--- src/rtl/dynamixel_pkg.sv ---
// Shared types and frame-timing constants for the Dynamixel sync-write scheduler.
package dynamixel_pkg;

   typedef enum logic [1:0] {
      IDLE     = 2'd0,
      START    = 2'd1,
      TRANSMIT = 2'd2,
      GUARD    = 2'd3
   } state_t;

   localparam int SYNC_WRITE_FRAME_BYTES = 34;
   localparam int UART_BITS_PER_BYTE     = 10;
   localparam int FRAME_MARGIN_CLOCKS    = 64;
   localparam int TIMER_W                = 16;

   function automatic int frame_clocks_default(input int clocks_per_bit);
      return SYNC_WRITE_FRAME_BYTES * UART_BITS_PER_BYTE * clocks_per_bit + FRAME_MARGIN_CLOCKS;
   endfunction

endpackage

--- src/rtl/dynamixel_period_timer.sv ---
// Free-running schedule period counter; tick marks the last count before wrap.
module dynamixel_period_timer #(
   parameter int period_clocks = 500
) (
   input  logic clock,
   input  logic reset,
   input  logic enable,
   output logic tick
);

   localparam int CW = (period_clocks > 1) ? $clog2(period_clocks) : 1;

   logic [CW-1:0] count;

   assign tick = enable && (count == CW'(period_clocks - 1));

   always_ff @(posedge clock) begin
      if (reset) begin
         count <= '0;
      end else if (!enable || tick) begin
         count <= '0;
      end else begin
         count <= count + CW'(1);
      end
   end

endmodule

--- src/rtl/dynamixel_write_scheduler.sv ---
// Periodic launcher for the sync-write transmitter: shadows targets, pulses send, drives tx_enable.
// Optional DYNAMIXEL_KEEPALIVE_EN forces a resend after keepalive_ticks idle ticks.
//
// state    | meaning
// IDLE     | bus released, waiting for a tick with pending data
// START    | tx_enable already high; send pulse issued on exit
// TRANSMIT | frame on the wire, frame timer counting down
// GUARD    | frame done, bus still driven for the guard interval
module dynamixel_write_scheduler
   import dynamixel_pkg::*;
#(
   parameter int clocks_per_bit  = 1,
   parameter int period_clocks   = 500,
   parameter int frame_clocks    = frame_clocks_default(clocks_per_bit),
   parameter int guard_clocks    = 8,
   parameter int keepalive_ticks = 16
) (
   input  logic        clock,
   input  logic        reset,
   input  logic        enable,
   input  logic        update,
   input  logic [31:0] position1,
   input  logic [31:0] position2,
   input  logic [31:0] position3,
   input  logic [31:0] position4,
   output logic        send,
   output logic [31:0] shadow1,
   output logic [31:0] shadow2,
   output logic [31:0] shadow3,
   output logic [31:0] shadow4,
   output logic        tx_enable,
   output logic        busy,
   output logic [7:0]  overrun_count,
   output logic [15:0] frame_count
);

   state_t               state, state_next;
   logic [TIMER_W-1:0]   timer, timer_next;
   logic                 tick;
   logic                 launch;
   logic                 keepalive_due;
   logic                 dirty, dirty_next;
   logic                 send_next;
   logic                 tx_enable_next;
   logic [7:0]           overrun_next;
   logic [15:0]          frame_count_next;

   dynamixel_period_timer #(
      .period_clocks (period_clocks)
   ) u_period_timer (
      .clock  (clock),
      .reset  (reset),
      .enable (enable),
      .tick   (tick)
   );

`ifdef DYNAMIXEL_KEEPALIVE_EN
   logic [15:0] idle_ticks;

   assign keepalive_due = (idle_ticks == 16'(keepalive_ticks));

   always_ff @(posedge clock) begin
      if (reset) begin
         idle_ticks <= '0;
      end else if (launch) begin
         idle_ticks <= '0;
      end else if (state == IDLE && tick) begin
         idle_ticks <= idle_ticks + 16'd1;
      end
   end
`else
   // Keepalive disabled: the comparison folds to 0 and keeps keepalive_ticks referenced.
   assign keepalive_due = (keepalive_ticks < 0);
`endif

   assign launch = (state == IDLE) && tick && (dirty || update || keepalive_due);
   assign busy   = (state != IDLE);

   always_ff @(posedge clock) begin
      if (reset) begin
         state <= IDLE;
         timer <= '0;
      end else begin
         state <= state_next;
         timer <= timer_next;
      end
   end

   always_comb begin
      state_next = state;
      timer_next = timer;
      case (state)
         IDLE: begin
            if (launch) state_next = START;
         end
         START: begin
            state_next = TRANSMIT;
            timer_next = TIMER_W'(frame_clocks - 1);
         end
         TRANSMIT: begin
            if (timer == '0) begin
               if (guard_clocks == 0) begin
                  state_next = IDLE;
               end else begin
                  state_next = GUARD;
                  timer_next = TIMER_W'(guard_clocks - 1);
               end
            end else begin
               timer_next = timer - TIMER_W'(1);
            end
         end
         GUARD: begin
            if (timer == '0) state_next = IDLE;
            else             timer_next = timer - TIMER_W'(1);
         end
         default: state_next = IDLE;
      endcase
   end

   // Ticks that land while a frame is in flight are dropped; dirty keeps the data pending.
   always_comb begin
      send_next        = (state == START);
      tx_enable_next   = tx_enable;
      if (launch)                                      tx_enable_next = 1'b1;
      else if (state != IDLE && state_next == IDLE)    tx_enable_next = 1'b0;
      frame_count_next = frame_count + ((state == START) ? 16'd1 : 16'd0);
      overrun_next     = overrun_count;
      if (tick && state != IDLE && overrun_count != 8'hFF)
         overrun_next = overrun_count + 8'd1;
      dirty_next       = update | (dirty & ~launch);
   end

   always_ff @(posedge clock) begin
      if (reset) begin
         send          <= 1'b0;
         tx_enable     <= 1'b0;
         overrun_count <= '0;
         frame_count   <= '0;
         dirty         <= 1'b0;
         shadow1       <= '0;
         shadow2       <= '0;
         shadow3       <= '0;
         shadow4       <= '0;
      end else begin
         send          <= send_next;
         tx_enable     <= tx_enable_next;
         overrun_count <= overrun_next;
         frame_count   <= frame_count_next;
         dirty         <= dirty_next;
         if (launch) begin
            shadow1 <= position1;
            shadow2 <= position2;
            shadow3 <= position3;
            shadow4 <= position4;
         end
      end
   end

endmodule

--- config.mk ---
export PLATFORM = sky130hd
export DESIGN_NAME = dynamixel_write_scheduler
export DESIGN_NICKNAME = d
export VERILOG_FILES = /design/src/rtl/dynamixel_pkg.sv /design/src/rtl/dynamixel_period_timer.sv /design/src/rtl/dynamixel_write_scheduler.sv
export SDC_FILE = /design/constraint.sdc
export NUM_CORES = 1
export LEC_CHECK = 0
export CORE_MARGIN = 2
export CORE_UTILIZATION = 30
export CTS_BUF_LIST = sky130_fd_sc_hd__clkbuf_8
export DETAILED_ROUTE_END_ITERATION = 6
export GPL_TIMING_DRIVEN = 0
export PLACE_DENSITY = 0.68
export SETUP_SLACK_MARGIN = 0.02
export SYNTH_ARGS = -nofsm -noshare
export SYNTH_HDL_FRONTEND = slang
export SYNTH_SLANG_ARGS = --single-unit
--- constraint.sdc ---
create_clock -name clock -period 6.3 [get_ports clock]
set_clock_uncertainty 0.1 [all_clocks]
set_input_delay 0.945 -clock clock [delete_from_list [all_inputs] [get_ports clock]]
set_output_delay 0.945 -clock clock [all_outputs]
set_load 0.02 [all_outputs]
==> flow_summary.json, run 1 <==
{
  "power_frac_comb_pct": 5.5,
  "slew_violations": 0,
  "fmaxAchievable_mhz": 328,
  "power.switching_mw": 0.519,
  "synth-edff-count": 0,
  "layout_min_cycle_time_ps": 3050,
  "cp_max_fo": 4,
  "synth_top_area_share_pct": 52.7,
  "drtAntennaViolNets": 0,
  "ff2ff_setup_slack_ps": 3320,
  "regToRegStartpoint": "u_period_timer.count[0]",
  "worstMarginPinSlew_ps": 836,
  "clkTransAtPathRegs_ps": 100,
  "area_delta_synth_final_pct": 52.0,
  "rows": 55,
  "hold_depth": 2,
  "nNetsFinal": 1294,
  "drt-vias-per-instance": 4.63,
  "crit_required_ps": 5250,
  "die-area_sq_um": 24300,
  "cts_buffers": 17,
  "synth.largest_area_cell": "dfxtp_1",
  "grt_pass1_vias": 6359,
  "power.share.clock_pct": 38.0,
  "relSlewSlack_pct": 44.2,
  "hold-path-endpoint": "shadow2[15]",
  "cts_tree": "yes",
  "portBuffers": 286,
  "finalSetupViolCount": 0,
  "holdWs_ps": 355,
  "syn_inst": 846,
  "grt_pass1_wl_mm": 33.3,
  "r2r-end": "shadow1[12]",
  "die-width_um": 156,
  "cts_root_buffer": "clkbuf_8",
  "hold_class": "flip-flop to flip-flop",
  "synth_cell_types": 51,
  "tns_ps": 0,
  "p_int_mw": 1.52,
  "coreArea_sq_um": 22600,
  "end_kind": "output port",
  "cp.arrival_ps": 2000,
  "wire_per_inst_um": 14.8,
  "min_from": "shadow2[15]",
  "first_iter_violations": 437,
  "start_util_pct": 30.6,
  "antenna_found_initial": 1,
  "cts_htree_levels": 4,
  "drc": 0,
  "dieHeight_um": 156,
  "dp_hpwl_mm": 16.1,
  "max-cap-violations": 0,
  "syn_area_per_cell_sq_um": 8.18,
  "syn-num-nets": 989,
  "cts_sinks": 182,
  "swShare_pct": 25.5,
  "ys_ff_latch": 182,
  "powerDensity_nw_per_um2": 194,
  "cts.path.max_buffers": 2,
  "synth_commonest_cells": "nand2_1, dfxtp_1, a21oi_1",
  "grt_max_degree": 19,
  "post_cts_resized": 0,
  "synth_flop_cell": "dfxtp_1",
  "critical_path.startpoint_type": "flip-flop",
  "dr.pass1.iters": 5,
  "ys_seq_area_share_pct": 52.7,
  "reg2reg_depth": 8,
  "p_seq_share_pct": 56.5,
  "finalCritPeriodShare_pct": 48.4,
  "hold_buffers": 0,
  "layout-drive-gt1-share_pct": 3.87,
  "routed_wl_mm": 21.5,
  "criticalPathCategory": "flip-flop to output port",
  "yosys_warnings": 0,
  "synth_area_sq_um": 6920,
  "gp_congestion": 0.831,
  "ios": 287,
  "clk_latency_ps": 460,
  "post-cts-setup-buffers": 0,
  "gr-usage-all-layers_pct": 17.3,
  "leakagePower_nw": 3.50,
  "hold_viol": 0,
  "ys_async_sr_fraction_pct": 0,
  "peakVddDrop_mv": 0.101,
  "nFillCells": 2188,
  "rsz0062_at_grt": "false",
  "synth_most_common_cell": "nand2_1",
  "grt_overflow": 0,
  "status": "finished clean",
  "synth.area.top_cells": "dfxtp_1, nand2_1, a21oi_1",
  "num_vias": 6709
}
-- flip-flops by register name, indices dropped and copies added, names as in the netlist, 2 cells and up --
signal,cells
frame_count,16
overrun_count,8
shadow1,32
shadow2,32
shadow3,32
shadow4,32
state,2
timer,16
u_period_timer.count,9
-- layer usage --
metal	up-vias	global-route usage, %	share of wire [%]
li1	3417	-	-
met1	3037	21.3	44
met2	217	28.0	46
met3	38	4.81	6.8
met4	0	8.26	3.3
met5	-	0	0
-- placed cells by master, fill, tap and decap left out, types with 3 or more instances in the layout --
| master | synthesis | layout |
|---|---|---|
| or3_1 | 6 | 6 |
| nor2_1 | 52 | 52 |
| inv_8 | 0 | 6 |
| a21oi_1 | 140 | 140 |
| xnor2_1 | 17 | 17 |
| nand2_1 | 272 | 272 |
| clkbuf_8 | 0 | 17 |
| inv_1 | 9 | 10 |
| clkinv_4 | 0 | 3 |
| ha_1 | 11 | 11 |
| nand4_1 | 5 | 5 |
| o21ai_0 | 4 | 4 |
| clkdlybuf4s50_1 | 0 | 286 |
| nor2b_1 | 4 | 4 |
| nand3_1 | 17 | 17 |
| nor3_1 | 8 | 8 |
| a211oi_1 | 8 | 8 |
| inv_6 | 0 | 3 |
| o41ai_1 | 3 | 3 |
| o2111ai_1 | 3 | 3 |
| buf_1 | 4 | 4 |
| dfxtp_1 | 182 | 182 |
| clkbuf_1 | 44 | 44 |
| xor2_1 | 14 | 14 |
-- through the flow --
step / setup WS [ps] / util (%) / instance area, sq um / std cells / total power, mW
floorplan: 3950 / - / 6920 / 846 / 1.20
detailed placement: 2780 / 44.8 / 10100 / 1417 / 1.29
global placement: 2770 / 44.8 / 10100 / 1417 / 1.29
global route: 3050 / 46.4 / 10500 / 1450 / 2.12
CTS: 3210 / 46.4 / 10500 / 1449 / 2.07
finish: 3250 / 46.4 / 10500 / 1450 / 2.04
-- cells by family after synthesis --
logic type | count (synthesis) | synth area share (%)
compound gates | 176 | 14.4
xor+xnor | 31 | 3.92
fa+ha+maj | 11 | 1.99
buf+inv | 59 | 3.36
flops | 182 | 52.7
mux | 2 | 0.307
simple gates | 385 | 23.3
-- layout make-up --
class	instances	area, sq um	area share, %
antenna	1	2.50	0.0238
buffer	50	199	1.89
clock buffer	17	234	2.23
clock inverter	15	139	1.32
inverter	9	33.8	0.321
multi-input combinational	605	3040	28.9
sequential	182	3640	34.7
tap	285	357	3.39
timing repair buffer	286	2860	27.2
-- critical path, cell delays in order, from the launching register on --
cell,delay (ps)
dfxtp_1,410
inv_1,120
ha_1,260
inv_1,140
clkdlybuf4s50_1,620
-- power groups by stage --
| stage | clock (mW) | combinational, mW | sequential, mW |
|---|---|---|---|
| after CTS | 0.801 | 0.113 | 1.15 |
| after global placement | 0 | 0.113 | 1.18 |
| final | 0.775 | 0.112 | 1.15 |
| after floorplan | 0 | 0.0186 | 1.18 |
| after detailed placement | 0 | 0.112 | 1.18 |
| after global routing | 0.848 | 0.119 | 1.15 |
-- worst max path at each step --
stage                        to  slack, ps  cells past startpoint               startpoint
floorplan             tx_enable       3950                      8                 timer[0]
global placement    shadow4[22]       2770                      5                    reset
detailed placement     timer[4]       2780                      5                    reset
CTS                 shadow1[12]       3210                      8  u_period_timer.count[0]
global route        shadow1[17]       3050                      8  u_period_timer.count[0]
finish                     busy       3250                      4                 state[0]
Note: power is estimated with default switching activity, not from simulation.
==> run 2: changes to the inputs <==
clock period = 3.14 ns   (was 6.3 ns; I/O delays follow)
==> flow_summary.json, run 2 (synthesis gave the netlist of run 1 again) <==
{
  "peakVddDrop_mv": 0.202,
  "num_vias": 6701,
  "grt_overflow": 0,
  "multi_input_comb_area_sq_um": 3040,
  "finalSetupViolCount": 0,
  "post_cts_resized": 0,
  "post-cts-setup-buffers": 0,
  "cts_tree": "yes",
  "crit_path_cell_trace": "ha_1, nor4bb_1, and2_1, o2111a_1, clkbuf_1, a211oi_1, nor3_1",
  "dp_hpwl_mm": 16.1,
  "max-cap-violations": 0,
  "layout_common_cells": "clkdlybuf4s50_1, nand2_1, dfxtp_1, a21oi_1, nor2_1",
  "place_ws_ps": 78.1,
  "clk_latency_ps": 460,
  "fmaxAchievable_mhz": 362,
  "crit_slowest_cell": "o2111a_1",
  "crit_required_ps": 3420,
  "portBuffers": 286,
  "start_util_pct": 30.6,
  "nFillCells": 2190,
  "gr-usage-all-layers_pct": 17.3,
  "die-width_um": 156,
  "powerDensity_nw_per_um2": 389,
  "ios": 287,
  "layout_commonest_cell": "clkdlybuf4s50_1",
  "gp_congestion": 0.831,
  "hold_viol": 0,
  "crit_buf_inv": 1,
  "antenna_found_initial": 1,
  "cts.path.max_buffers": 2,
  "critical_path.startpoint_type": "flip-flop",
  "coreArea_sq_um": 22600,
  "slew_violations": 0,
  "setup_ws_ps": 376,
  "relSlewSlack_pct": 44.2,
  "grt_max_degree": 19,
  "layout-drive-gt1-share_pct": 3.87,
  "area_delta_synth_final_pct": 51.9,
  "hold_class": "flip-flop to flip-flop",
  "wire_per_inst_um": 14.9,
  "status": "finished clean",
  "finalCritPeriodShare_pct": 88.0,
  "dr.pass1.iters": 4,
  "cts_root_buffer": "clkbuf_8",
  "regArea_sq_um": 3640,
  "tns_ps": 0,
  "cp.arrival_ps": 3050,
  "grt_pass1_vias": 6359,
  "dieHeight_um": 156,
  "grt_pass1_wl_mm": 33.3,
  "drtAntennaViolNets": 0,
  "worstMarginPinSlew_ps": 836,
  "layout_min_cycle_time_ps": 2760,
  "clkTransAtPathRegs_ps": 100,
  "routed_wl_mm": 21.5,
  "first_iter_violations": 381,
  "criticalPathCategory": "flip-flop to flip-flop",
  "cpLargestDelayFamily": "compound AO/OA/AOI/OAI gates",
  "cp_max_fo": 13,
  "power.total_mw": 4.09,
  "cts_sinks": 182,
  "slowest_delay_ps": 720,
  "cts_buffers": 17,
  "leakagePower_nw": 3.50,
  "nNetsFinal": 1293,
  "rsz0062_at_grt": "false",
  "drt-vias-per-instance": 4.62,
  "rows": 55,
  "end_kind": "flip-flop",
  "cts_htree_levels": 4,
  "drc": 0,
  "die-area_sq_um": 24300
}
-- run 2: power by group --
part	total, mW	switching, mW	internal [mW]
Sequential	2.31	0.00159	2.31
Combinational	0.224	0.0725	0.152
Clock	1.55	0.966	0.588
-- run 2: through the flow --
| step | std cells | hold slack [ps] | area [sq um] | utilization [%] |
|---|---|---|---|---|
| after global routing | 1449 | 369 | 10500 | 46.4 |
| after global placement | 1417 | 332 | 10100 | 44.8 |
| after detailed placement | 1417 | 342 | 10100 | 44.8 |
| after CTS | 1449 | 357 | 10500 | 46.4 |
| final | 1449 | 355 | 10500 | 46.4 |
| after floorplan | 846 | 318 | 6920 | - |
-- run 2: path summary, 6_finish.rpt --
| check | startpoint | to | slack, ps | depth (start not counted) |
|---|---|---|---|---|
| setup / recovery | u_period_timer.count[0] | state[0] | 380 | 7 |
| hold / removal | shadow2[15] | shadow2[15] | 350 | 2 |
| hold reg to reg | shadow2[15] | shadow2[15] | 350 | 2 |
| setup reg to reg | u_period_timer.count[0] | state[0] | 380 | 7 |
-- run 2: area by class of cell --
class / count / share of cell area [%]
antenna: 1 / 0.0238
buffer: 49 / 1.86
clock buffer: 17 / 2.23
clock inverter: 15 / 1.32
inverter: 9 / 0.321
multi-input combinational: 605 / 28.9
sequential: 182 / 34.7
tap: 285 / 3.39
timing repair buffer: 286 / 27.2
-- run 2: timing repair --
action / CTS / global route
hold buffers: 0 / 0
hold endpoints to repair: 0 / 0
setup endpoints to repair: 0 / 30
-- run 2: per-layer routing --
metal	up-vias	track usage (%)	share of wire, %
met5	-	0	0
met4	0	8.26	3.3
met3	41	4.81	6.8
met2	215	28.0	46
met1	3026	21.3	44
li1	3419	-	-
-- run 2: tightest hold or removal path, delay by kind of cell (launching register included) --
family	cells	cell delay [ps]
compound gates	1	50
simple gates	1	50
flops	1	320
